--- config.mk ---
export PLATFORM = sky130hd
export DESIGN_NAME = tm1637_display_arbiter
export DESIGN_NICKNAME = d
export VERILOG_FILES = /design/src/rtl/tm1637_display_arbiter.sv
export SDC_FILE = /design/constraint.sdc
export NUM_CORES = 1
export LEC_CHECK = 0
export CAP_MARGIN = 10
export CORE_UTILIZATION = 48
export DETAILED_ROUTE_END_ITERATION = 6
export PLACE_DENSITY = 0.87
export RECOVER_POWER = 25
export SYNTH_ARGS = -nofsm -noshare
export SYNTH_HDL_FRONTEND = slang
export SYNTH_SLANG_ARGS = --single-unit
--- constraint.sdc ---
create_clock -name clk25 -period 2.82 [get_ports clk25]
set_input_delay 0.564 -clock clk25 [delete_from_list [all_inputs] [get_ports clk25]]
set_output_delay 0.564 -clock clk25 [all_outputs]
set_load 0.01 [all_outputs]
--- src/rtl/tm1637_display_arbiter.sv ---
// Round-robin arbiter sharing one 4-digit TM1637 display among four sources, frame-aligned.
// Optional build macro TM1637_ARB_PRIORITY_EN makes source 0 pre-emptive.
module tm1637_display_arbiter #(
  parameter int unsigned DWELL_FRAMES = 4,
  parameter logic [15:0] IDLE_DATA    = 16'h0000
) (
  input  logic        clk25,
  input  logic        rst,
  input  logic        frame_done,
  input  logic [3:0]  src_valid,
  input  logic [63:0] src_data,
  output logic [3:0]  src_ack,
  output logic [15:0] disp_data,
  output logic [1:0]  active_src,
  output logic        active
);

  localparam int unsigned CW = 16;
  localparam logic [CW-1:0] DWELL_LAST = CW'(DWELL_FRAMES - 1);

  typedef enum logic {IDLE, SHOW} state_t;

  state_t        state, state_nx;
  logic [15:0]   disp_nx;
  logic [1:0]    src_nx, last_src, last_nx, pick;
  logic [3:0]    ack_nx;
  logic [CW-1:0] dwell_cnt, dwell_nx;
  logic          active_nx, take, prio_hit;

  // First valid index after p, wrapping so p itself is visited last.
  function automatic logic [1:0] rr_pick(input logic [3:0] valid, input logic [1:0] p);
    logic [1:0] sel;
    logic [1:0] idx;
    sel = p;
    for (int i = 4; i >= 1; i--) begin
      idx = p + 2'(i);
      if (valid[idx]) sel = idx;
    end
    return sel;
  endfunction

`ifdef TM1637_ARB_PRIORITY_EN
  assign prio_hit = src_valid[0];
`else
  assign prio_hit = 1'b0;
`endif

  always_comb begin
    state_nx  = state;
    disp_nx   = disp_data;
    src_nx    = active_src;
    last_nx   = last_src;
    dwell_nx  = dwell_cnt;
    ack_nx    = '0;
    active_nx = active;
    take      = 1'b0;
    pick      = rr_pick(src_valid, (state == IDLE) ? last_src : active_src);
    if (prio_hit) pick = 2'd0;

    if (frame_done) begin
      if (prio_hit) begin
        take = 1'b1;
      end else begin
        case (state)
          IDLE: if (|src_valid) take = 1'b1;
          SHOW: begin
            if (src_valid[active_src] && (dwell_cnt < DWELL_LAST)) begin
              // Live refresh of the current source within its dwell window
              disp_nx  = src_data[{active_src, 4'b0000} +: 16];
              ack_nx   = 4'b0001 << active_src;
              dwell_nx = dwell_cnt + 16'd1;
            end else if (|src_valid) begin
              take = 1'b1;
            end else begin
              state_nx  = IDLE;
              active_nx = 1'b0;
              disp_nx   = IDLE_DATA;
            end
          end
          default: state_nx = IDLE;
        endcase
      end
    end

    if (take) begin
      state_nx  = SHOW;
      active_nx = 1'b1;
      src_nx    = pick;
      last_nx   = pick;
      disp_nx   = src_data[{pick, 4'b0000} +: 16];
      ack_nx    = 4'b0001 << pick;
      dwell_nx  = '0;
    end
  end

  always_ff @(posedge clk25) begin
    if (rst) begin
      state      <= IDLE;
      disp_data  <= IDLE_DATA;
      active_src <= 2'd0;
      last_src   <= 2'd3;
      dwell_cnt  <= '0;
      src_ack    <= '0;
      active     <= 1'b0;
    end else begin
      state      <= state_nx;
      disp_data  <= disp_nx;
      active_src <= src_nx;
      last_src   <= last_nx;
      dwell_cnt  <= dwell_nx;
      src_ack    <= ack_nx;
      active     <= active_nx;
    end
  end

endmodule

==> flow_summary.yaml <==
status:
  status: "finished, final reports clean"
clock_tree:
  cts_hold_buf: 0
  cts_buffers: 5
  worstSkewPairLatency_ns: 0.30
  cts_tree: "done"
  cts_setup_buffers: 0
  cts_resized: 0
  cts_sinks: 42
  root_buffer: "clkbuf_8"
  clkSlewWorstSetupHoldPaths_ns: 0.09
  htree_levels: 2
  cts_buffer_depth: 2
floorplanning:
  fp.dieArea_mm2: 0.006694
  die_y_um: 81.82
  rows: 28
  die_w_um: 81.82
  start_util: 0.5075
  num_io_pins: 94
  core_mm2: 0.006026
worst_setup_path:
  crit_path_max_incr_delay_ns: 0.48
  path_cells: "clkdlybuf4s50_1 -> mux2i_1 -> mux2_4 -> or4_1 -> buf_12 -> a21oi_4 -> nor2b_1"
  cp_slowest_cell: "clkdlybuf4s50_1"
  critPathMaxFanout: 44
  path_delay_family: "buffers and inverters"
  worst-path-buf-inv: 2
  crit_type: "in2reg"
  cp_num_cells: 7
  arrival_ns: 2.62
  worstRegToRegCells: 7
  critPathLaunchType: "input pin"
  critPathRequiredTime_ns: 3.06
  cp-end-kind: "flop"
route:
  wl_per_cell_um: 18.49
  first_iter_violations: 293
  dr_total_vias: 3247
  drcViolationCount: 0
  first_pass_iters: 5
  via_per_inst: 6.667
  drt.antenna.violating_nets: 0
  detail_route.wirelength_mm: 9.006
placed_design:
  place_congestion: 0.7901
  portBuffers: 93
  hpwl_mm: 6.148
grt:
  antenna_found_initial: 0
  grt_overflow_total: 0
  grt_usage: 0.2733
  grt_max_degree: 67
  grt_pass1_wl_mm: 14.24
  grt_pass1_vias: 3051
logic_synthesis:
  netlist_area_mm2: 0.003058
  yosys.area_share.simple: 0.1841
  ys.flop_type: "dfxtp_1"
  synth_compound_area_frac: 0.3130
  synthDistinctLibCells: 49
  async_reset_ff_frac: 0
  synth_warnings: 0
  avgSynthCellArea_um2: 9.238
  synth_fp_nets: 403
  synth_edf_count: 0
  synth_cells: 331
  synth_top_family_by_area: "compound AO/OA/AOI/OAI gates"
  synth-adder-area-share: 0.004092
  ys_seq_area_frac: 0.2750
  synthXorXnorAreaFrac: 0.002864
  synthMuxAreaShare: 0.1489
  ys_ff_latch: 42
finish:
  layout_common_cells: "78 x clkdlybuf4s50_1, 42 x dfxtp_1, 33 x and3_1"
  final_common_cell: "clkdlybuf4s50_1"
  nNetsFinal: 483
  fillers: 472
  multi_input_area_mm2: 0.001998
  antennaDiodeCount: 0
  area_delta_synth_final_pct: 36.25
  seq_area_um2: 840.8
  drive_above_1_share: 0.1335
sta:
  skew_ns: 0.007336
  fin_hold_ws_ns: 0.4669
  drv_slew: 0
  post-route-period-util: 0.8435
  relSlewSlack: 0.5898
  worst_pin_slew_ns: 0.6133
  period_needed_ns: 2.379
  hold_viol: 0
  setup_tns_ns: 0
  max_freq_mhz: 420.4
  rsz0062_at_grt: "no"
  setup_viol: 0
pwr:
  vdd_ir_drop_max_v: 0.0003743
  p_leak_nw: 1.575
  power.density_mw_per_mm2: 436.6
min_path:
  hold_class: "reg2reg"
  whs_path_depth: 1
job:
  drv_cap: 0
-- Yosys cell counts, types with 2 or more instances --
cell | n | area, um2
a21boi_0 | 29 | 217.7
a21boi_1 | 4 | 30.03
a21oi_1 | 8 | 40.04
a311oi_1 | 17 | 148.9
a31oi_1 | 16 | 100.1
and2_1 | 16 | 100.1
and3_1 | 33 | 206.5
buf_1 | 3 | 11.26
buf_2 | 12 | 60.06
buf_4 | 4 | 30.03
buf_6 | 2 | 22.52
clkbuf_1 | 21 | 78.83
clkbuf_2 | 2 | 10.01
dfxtp_1 | 42 | 840.8
inv_1 | 2 | 7.510
mux2i_1 | 8 | 80.08
mux4_2 | 16 | 360.4
nand2_1 | 6 | 22.52
nand3_1 | 3 | 15.01
nand3b_1 | 3 | 22.52
nand4_1 | 4 | 25.02
nor2_1 | 18 | 67.56
nor3_1 | 2 | 10.01
nor4_1 | 3 | 18.77
o2111ai_1 | 32 | 280.3
o21bai_1 | 2 | 15.01
-- report_power, final --
part	switching [W]	internal, W
Combinational	0.000366	0.000377
Clock	0.000233	0.000179
Sequential	0.0000304	0.000633
-- final cells by class --
type,count,share of cell area
clock buffers,5,0.01652
clock inverters,3,0.006006
well taps,75,0.02252
inverters,2,0.001802
multi-input cells,243,0.4796
repair buffers,117,0.2718
flip-flops and latches,42,0.2018
-- metal layers --
metal	vias up	GRT usage	part of all wire
met5	-	0	0
met4	0	0.08772	0.013
met3	18	0.05000	0.10
met2	219	0.4570	0.47
met1	1512	0.3542	0.41
li1	1498	-	-
-- final timing paths --
kind	from	to	slack, ns
worst max-delay path	src_valid[2]	dwell_cnt[1]$_SDFFE_PP0P_	0.44
worst min-delay path	dwell_cnt[2]$_SDFFE_PP0P_	dwell_cnt[2]$_SDFFE_PP0P_	0.47
worst min register to register	dwell_cnt[2]$_SDFFE_PP0P_	dwell_cnt[2]$_SDFFE_PP0P_	0.47
worst max register to register	dwell_cnt[0]$_SDFFE_PP0P_	dwell_cnt[1]$_SDFFE_PP0P_	0.53
-- logic make-up after synthesis --
group	Yosys count
flip-flops	42
XOR/XNOR	1
multiplexers	25
AO/OA/AOI/OAI	120
AND/OR/NAND/NOR	96
adder cells (fa/ha/maj)	1
buffers and inverters	46
-- flip-flops by register name (all words and copies together), names as in the netlist --
signal      flops
disp_data      16
dwell_cnt      16
src_ack         4
active_src      2
last_src        2
active          1
state           1
-- per-stage QoR --
step | instance area (um2) | total power (W) | util | std cells | worst slack, ns
after CTS | 4170 | 0.001826 | 0.6921 | 487 | 0.4377
after global placement | 4076 | 0.001404 | 0.6765 | 479 | 0.1782
after floorplan | 3058 | 0.001121 | - | 331 | 0.6178
after global routing | 4167 | 0.001922 | 0.6914 | 487 | 0.3386
final | 4167 | 0.001819 | 0.6914 | 487 | 0.4414
after detailed placement | 4076 | 0.001418 | 0.6765 | 479 | 0.1252
Power figures use the tool's default switching activity.
